===== src/rtl/mux_arb_pkg.sv =====
// Shared constants, FSM state type and one-hot helper for the round-robin
// arbiter that drives the datapath's 4:1 select multiplexer.
package mux_arb_pkg;

    localparam int N_REQ = 4;
    localparam int SEL_W = 2;

    typedef enum logic {
        IDLE  = 1'b0,
        GRANT = 1'b1
    } state_t;

    function automatic logic [SEL_W-1:0] onehot_to_idx(input logic [N_REQ-1:0] oh);
        logic [SEL_W-1:0] idx;
        idx = '0;
        for (int i = 0; i < N_REQ; i++) begin
            if (oh[i]) begin
                idx = SEL_W'(i);
            end
        end
        return idx;
    endfunction

endpackage


===== src/rtl/rr_pick.sv =====
// Combinational rotating-priority picker: first request at or after ptr_i,
// ignoring requesters masked out by excl_i.
module rr_pick
    import mux_arb_pkg::*;
(
    input  logic [N_REQ-1:0] req_i,
    input  logic [SEL_W-1:0] ptr_i,
    input  logic [N_REQ-1:0] excl_i,
    output logic             found_o,
    output logic [SEL_W-1:0] idx_o,
    output logic [N_REQ-1:0] onehot_o
);

    logic [N_REQ-1:0] cand;
    logic [SEL_W-1:0] pos;

    assign cand = req_i & ~excl_i;

    // Scan from the farthest slot back to ptr so the nearest candidate wins.
    always_comb begin
        onehot_o = '0;
        pos      = '0;
        for (int k = N_REQ - 1; k >= 0; k--) begin
            pos = ptr_i + SEL_W'(k);
            if (cand[pos]) begin
                onehot_o      = '0;
                onehot_o[pos] = 1'b1;
            end
        end
    end

    assign found_o = |onehot_o;
    assign idx_o   = onehot_to_idx(onehot_o);

endmodule


===== src/rtl/mux_rr_arbiter.sv =====
// Round-robin owner arbiter for the shared 4:1 select mux, with zero-bubble
// handover on release and optional forced rotation after MAX_HOLD cycles.
module mux_rr_arbiter
    import mux_arb_pkg::*;
#(
    parameter int MAX_HOLD = 8,
    parameter int CNT_W    = 4
) (
    input  logic             clk,
    input  logic             reset_n,
    input  logic             en,
    input  logic [N_REQ-1:0] req,
    output logic [N_REQ-1:0] gnt,
    output logic [SEL_W-1:0] sel,
    output logic             busy,
    output logic             preempt
);

    localparam logic [CNT_W-1:0] HOLD_LAST = (MAX_HOLD == 0) ? '0 : CNT_W'(MAX_HOLD - 1);
    localparam logic             PREEMPT_ON = (MAX_HOLD > 0);

    state_t           state_q;
    logic [N_REQ-1:0] gnt_q;
    logic [SEL_W-1:0] sel_q;
    logic [SEL_W-1:0] ptr_q;
    logic [CNT_W-1:0] hold_q;
    logic             busy_q;
    logic             preempt_q;

    logic [SEL_W-1:0] ptr_d;
    logic [SEL_W-1:0] pick_ptr;
    logic [N_REQ-1:0] pick_excl;
    logic             pick_found;
    logic [SEL_W-1:0] pick_idx;
    logic [N_REQ-1:0] pick_onehot;
    logic             owner_req;
    logic             hold_full;

    // While granted, the picker looks past the owner; when idle it scans from ptr.
    assign ptr_d     = sel_q + SEL_W'(1);
    assign pick_ptr  = (state_q == GRANT) ? ptr_d : ptr_q;
    assign pick_excl = (state_q == GRANT) ? gnt_q : '0;
    assign owner_req = |(req & gnt_q);
    assign hold_full = (hold_q == HOLD_LAST);

    rr_pick u_pick (
        .req_i    (req),
        .ptr_i    (pick_ptr),
        .excl_i   (pick_excl),
        .found_o  (pick_found),
        .idx_o    (pick_idx),
        .onehot_o (pick_onehot)
    );

    always_ff @(posedge clk or negedge reset_n) begin
        if (!reset_n) begin
            state_q   <= IDLE;
            gnt_q     <= '0;
            sel_q     <= '0;
            ptr_q     <= '0;
            hold_q    <= '0;
            busy_q    <= 1'b0;
            preempt_q <= 1'b0;
        end else begin
            preempt_q <= 1'b0;
            case (state_q)
                IDLE: begin
                    if (en && pick_found) begin
                        gnt_q   <= pick_onehot;
                        sel_q   <= pick_idx;
                        busy_q  <= 1'b1;
                        hold_q  <= '0;
                        state_q <= GRANT;
                    end
                end
                GRANT: begin
                    if (!owner_req) begin
                        ptr_q <= ptr_d;
                        if (en && pick_found) begin
                            gnt_q  <= pick_onehot;
                            sel_q  <= pick_idx;
                            hold_q <= '0;
                        end else begin
                            gnt_q   <= '0;
                            busy_q  <= 1'b0;
                            state_q <= IDLE;
                        end
                    end else if (PREEMPT_ON && hold_full && en && pick_found) begin
                        ptr_q     <= ptr_d;
                        gnt_q     <= pick_onehot;
                        sel_q     <= pick_idx;
                        hold_q    <= '0;
                        preempt_q <= 1'b1;
                    end else if (!hold_full) begin
                        hold_q <= hold_q + CNT_W'(1);
                    end
                end
                default: begin
                    state_q <= IDLE;
                    gnt_q   <= '0;
                    busy_q  <= 1'b0;
                end
            endcase
        end
    end

    assign gnt     = gnt_q;
    assign sel     = sel_q;
    assign busy    = busy_q;
    assign preempt = preempt_q;

endmodule

===== config.mk =====
export PLATFORM = sky130hd
export DESIGN_NAME = mux_rr_arbiter
export DESIGN_NICKNAME = d
export VERILOG_FILES = /design/src/rtl/mux_arb_pkg.sv /design/src/rtl/rr_pick.sv /design/src/rtl/mux_rr_arbiter.sv
export SDC_FILE = /design/constraint.sdc
export NUM_CORES = 1
export LEC_CHECK = 0
export CAP_MARGIN = 25
export CORE_MARGIN = 2
export CORE_UTILIZATION = 35
export DETAILED_ROUTE_END_ITERATION = 10
export GPL_TIMING_DRIVEN = 0
export SYNTH_ARGS = -nofsm -noshare
export SYNTH_HDL_FRONTEND = slang
export SYNTH_SLANG_ARGS = --single-unit

===== constraint.sdc =====
create_clock -name clk -period 9.6 [get_ports clk]
set_input_delay 1.92 -clock clk [delete_from_list [all_inputs] [get_ports clk]]
set_output_delay 1.92 -clock clk [all_outputs]
set_load 0.03 [all_outputs]

Word-level counts from Yosys, hierarchy flattened
Index checks and enable logic that the tools add are counted.
Widths: inputs -> output; s select.
Word-level totals
  register bits after elaboration: 15
  bits in latches: 0
  RAM bits: 0
  bits in read-only memories: 0
  input bits: 7
  logic and storage cells: 94
  memories kept: 0
Cells by class
  $add $sub $neg: 5
  multipliers: 0
  divide/modulo/power cells: 0
  order comparisons: 8
  eq/ne operators: 7
  shift operators: 0
  mux-type cells: 51
  bitwise operators: 4
  reductions and logical operators: 12
Operators with widths (count)
  $mux 4: 13
  $mux 1: 17
  $mux 2: 8
  $pmux 4 s2: 2
  $lt 2x3->1 const B: 4
  $and 4x4->4: 2
  $bmux 1 s2: 4
  $demux 1 s2: 4
  $ge 2x1->1 const B: 4
  $reduce_or 4->1: 2
  $logic_and 1x1->1: 7
  $ne 2x2->1 const B: 3
  $add 2x1->2 const B: 2
  $add 2x2->2 const B: 2
  $add 4x1->4 const B: 1
  $eq 4x3->1 const B: 1
  $ne 4x3->1 const B: 1
  $not 4->4: 1
  $pmux 1 s2: 2
  $pmux 2 s2: 1
  $reduce_and 2->1: 2
  $ne 3x2->1 const B: 1
  $reduce_and 3->1: 1
  $ne 2x1->1 const B: 1
  $not 1->1: 1

Longest topological paths before layout
  depth in word-level cells: 17
  gate-level depth with buffers: 13
  depth with buffers taken out: 11

By module
A second synthesis with hierarchy kept.
Second synthesis, totals
  cell total of the unflattened synthesis: 131
  area total of the unflattened synthesis: 1260.0 um^2
By module, submodules not included
  mux_rr_arbiter: times used 1, cells an instance 81, area each 813.3 um^2, seq. area each 375.4 um^2
  rr_pick: times used 1, cells an instance 50, area each 446.7 um^2, seq. area each 0.0 um^2

Worst setup path after synthesis
Ideal clock, no wire load.
  path type: input -> register
  start: input port req[0]
  end: register ptr_q[1]
  arrival: 3983 ps
  path slack: 5489 ps
  stages on the path: 9
  buffers on the path: 0
  path through: a21boi_1 inv_1 mux4_2 nor2b_1 a311oi_1 nor2_1 a31oi_4 a31oi_2 mux2_1
On the way
  cells in the longest elaborated chain, start to end: 11
Ends and longest elaborated chain
  start: declaration: RTL line mux_rr_arbiter.sv:12  | input logic [N_REQ-1:0] req,
  $and 4x4->4: RTL line rr_pick.sv:17  | assign cand = req_i & ~excl_i;
  $bmux 1 s2: RTL line rr_pick.sv:25  | if (cand[pos]) begin
  $mux 1 (not written as such): RTL line rr_pick.sv:25
  $mux 4 (4 in a row): RTL line rr_pick.sv:25
  $reduce_or 4->1: RTL line rr_pick.sv:32  | assign found_o = |onehot_o;
  $logic_and 1x1->1: RTL line mux_rr_arbiter.sv:88  | end else if (PREEMPT_ON && hold_full && en && pick_found) begin
  $ne 2x1->1 (no line)
  $reduce_and 2->1 (no line)
  end signal: assignment: RTL line mux_rr_arbiter.sv:78  | ptr_q <= ptr_d;
  end signal: assignment: RTL line mux_rr_arbiter.sv:89  | ptr_q <= ptr_d;
  end: declaration: RTL line mux_rr_arbiter.sv:25  | logic [SEL_W-1:0] ptr_q;
Parallel ways exist; a longest one is shown, timed or not. The select of a mux whose other input is x is not followed.
A chain may end at the register's enable or synchronous reset.

Worst setup path in the final report
  start: input port req[1]
  end: register gnt_q[0], in the netlist gnt[0]
On the way
  cells in the longest elaborated chain, start to end: 12
Ends and longest elaborated chain
  $and 4x4->4: RTL line rr_pick.sv:17
  $bmux 1 s2: RTL line rr_pick.sv:25
  $mux 1 (not written as such): RTL line rr_pick.sv:25
  $mux 4 (4 in a row): RTL line rr_pick.sv:25
  $reduce_or 4->1: RTL line rr_pick.sv:32
  $logic_and 1x1->1: RTL line mux_rr_arbiter.sv:68, mux_rr_arbiter.sv:79
  $mux 4: RTL line mux_rr_arbiter.sv:79  | if (en && pick_found) begin
  $mux 4: RTL line mux_rr_arbiter.sv:77  | if (!owner_req) begin
  $pmux 4 s2: RTL line mux_rr_arbiter.sv:66  | case (state_q)
  end signal: assignment: RTL line mux_rr_arbiter.sv:69  | gnt_q <= pick_onehot;
  end signal: assignment: RTL line mux_rr_arbiter.sv:80  | gnt_q <= pick_onehot;
  end signal: assignment: RTL line mux_rr_arbiter.sv:90  | gnt_q <= pick_onehot;
  end: declaration: RTL line mux_rr_arbiter.sv:23  | logic [N_REQ-1:0] gnt_q;
Parallel ways exist; a longest one is shown, timed or not. The select of a mux whose other input is x is not followed.

==> results.md <==
* Max incr delay on CP at 0.57 ns
* Cell count after synthesis at 128
* Syn nets at approximately 140
* Syn_area_per_cell at 9.79 um2
* DR WL met2 at ~1.3 mm
* Critical R2R Capture: ptr_q[1]$_DFFE_PN0P_
* Final-stage net count at 162
* Ys async rst share at 100%
* Clock tree buffer depth at 2
* Core area at 3390 um2
* Worst hold stages at 1
* CP max stage cell: a311oi_1
* Clock sinks at 15
* Top routing layer in use: met4
* Status: completed
* Hold path start: busy$_DFFE_PN0P_
* EDFF count, synth at 0
* Cell breakdown of the critical path: clkdlybuf4s50_1 -> a21boi_0 -> a211oi_1 -> mux2i_1 -> nand3_1 -> a311oi_1 -> nor2_1 -> a31oi_4 -> buf_6 -> o21ai_2 -> a32o_1
* Hold Fails Final Rpt at 0
* First-pass GRT wire length at 4.95 mm
* Reg-to-reg slack, setup at 5.94 ns
* FF+latch count, synth at 15
* CP Data Arrival Time at between 4 and 5 ns
* Num CTS Buffers at 3
* # IOs at 15
* IO Port Bufs at 14
* Reg2reg start: sel[0]$_DFFE_PN0P_
* Wirelength per Cell at 14.5 um
* Worst path required time at 9.79 ns
* Die height at roughly 64 um
* Worst Max-Slew Pin Slew at 0.681 ns
* Post-Route Skew at between 0.006 and 0.007 ns
* Hold Path Sink: busy$_DFFE_PN0P_
* Antenna violations before repair at 0
* Worst-path clk slew at 0.09 ns
* Initial Util at around 37%
* H-tree lvl count at 1
* WS Path Type: input pin to register
* Hold bufs inserted after CTS at 0
* Synth area leaders: dfrtp_1, ha_1, mux4_2, nand2_1, nor2b_1
* Largest net degree at the start of global routing at 16
* Setup TNS at 0 ns
* Startpoint types: input pin
* RSZ-0062 raised after global routing: no
* Fin crit period at around 4.8 ns
* Period utilisation layout at 49.9%
* Routability congestion estimate from global placement at 0.892
* Starting DRT DRC Count at 48
* Cell area after synthesis at 1250 um2
* F_max at 0.209 GHz
* Yosys top cell area share at 29.9%
* Slew Limit Fails at 0
* Yosys cell types at 50
* Register-to-Register Path Depth at 12
* CP Capture Type: register
* TritonRoute pass-1 iters at 4
* Max-slew headroom at between 50 and 60%
* # Max-Cap Violations at 0
* CTS tree: built
* Area leader, netlist: dfrtp_1
* CP top delay family: compound AO/OA/AOI/OAI gates
* Die area at 4080 um2
* DIE WIDTH at 63.9 um
* Post-CTS sizing at 0
* CP Buf/Inv Count at 2
* Worst min path class: register to register
* Count of final setup violators at 0
* Dpl hpwl at 2.16 mm
* Vias in the first global route at 1033
* Root Buffer Master: clkbuf_4
* Sequential share of the synthesized area at 29.9%
* Setup Buffers After CTS at 0
* Synth Flop Type: dfrtp_1
* Met3 WL at 89 um
* Routed wire length at approximately 2.8 mm
* Critical Path Fanout Max at 10
* GRT Residual Overflow at 0
* Via count at approximately 1000
* Synth warn at 0
* Setup ws final at just under 5 ns
* Drc violations at 0
* Antenna cell count at 0
* DP Worst Slack at around 4.6 ns
* WL met1 at 1.35 mm
* Routed Antenna Nets at 0
* Avg Vias per Cell at 5.46
* Gr usage total at 15.1%
* Clk_lat worst skew at about 0.3 ns
* Synth top cells by count: dfrtp_1, nand2_1, ha_1, nor2b_1, o21ai_1
* Num rows at 21
* P&R area growth vs syn at 18.0%
* Share of layout cells above drive strength 1 at 14.4%
-- flip-flops by register name (all words and copies together), names as in the netlist --
name     count
ptr_q        2
gnt          4
hold_q       4
preempt      1
state_q      1
busy         1
sel          2
-- worst max path at each step --
stage,startpoint,endpoint,depth (start not counted)
2_1_floorplan,req[0],ptr_q[1]$_DFFE_PN0P_,9
3_3_place_gp,req[0],gnt[2]$_DFFE_PN0P_,11
3_5_place_dp,req[0],ptr_q[1]$_DFFE_PN0P_,10
4_1_cts,req[0],gnt[0]$_DFFE_PN0P_,11
5_1_grt,req[1],gnt[2]$_DFFE_PN0P_,11
6_report,req[1],gnt[0]$_DFFE_PN0P_,11
-- per-layer routing --
metal  vias up  GRT usage (%)
li1        516              -
met2        31           24.0
met4         0           7.61
met1       495           20.2
met5         -              0
met3         7           1.58
-- cells in the final DEF, fill, tap and decap left out, types with 4 or more instances in the layout --
cell type,n
inv_1,4
nor3_1,4
clkdlybuf4s50_1,14
dfrtp_1,15
nand2_1,15
ha_1,8
o21ai_1,6
nand3_1,4
nor2b_1,8
-- area by class of cell --
cell class / count / area [um2]
inverter: 5 / 18.8
fill: 339 / 1910
sequential: 15 / 375
timing repair buffer: 14 / 140
multi-input combinational: 104 / 825
clock inverter: 1 / 5.00
clock buffer: 3 / 22.5
tap: 46 / 57.6
buffer: 4 / 35.0
-- cell families (layout without fill, tap and decap cells) --
logic type | after synthesis | in the layout | share of synthesized area, %
flops | 15 | 15 | 29.9
fa+ha+maj | 8 | 8 | 7.98
xor+xnor | 2 | 2 | 1.40
compound gates | 40 | 40 | 26.7
mux | 9 | 9 | 10.8
buf+inv | 9 | 27 | 4.29
simple gates | 45 | 45 | 18.9
-- worst register-to-register path: cells and delay by family (launching register included) --
| kind | cells | cell delay, ns |
|---|---|---|
| flops | 1 | 0.47 |
| buf+inv | 2 | 0.22 |
| fa+ha+maj | 1 | 0.32 |
| compound gates | 5 | 1.16 |
| mux | 3 | 1.09 |
| xor+xnor | 1 | 0.30 |
-- per-stage QoR --
step           cell area [um2]  utilization [%]  instances  hold slack, ns
2_1_floorplan             1250                -        128           0.476
3_3_place_gp              1450             42.8        188           0.472
3_5_place_dp              1450             42.8        188           0.504
4_1_cts                   1480             43.6        192           0.522
5_1_grt                   1480             43.6        192           0.554
6_report                  1480             43.6        192           0.524
Power is left out: the tool's default activity adds up to more than one toggle a clock period on the data nets, which glitch-free logic cannot reach.
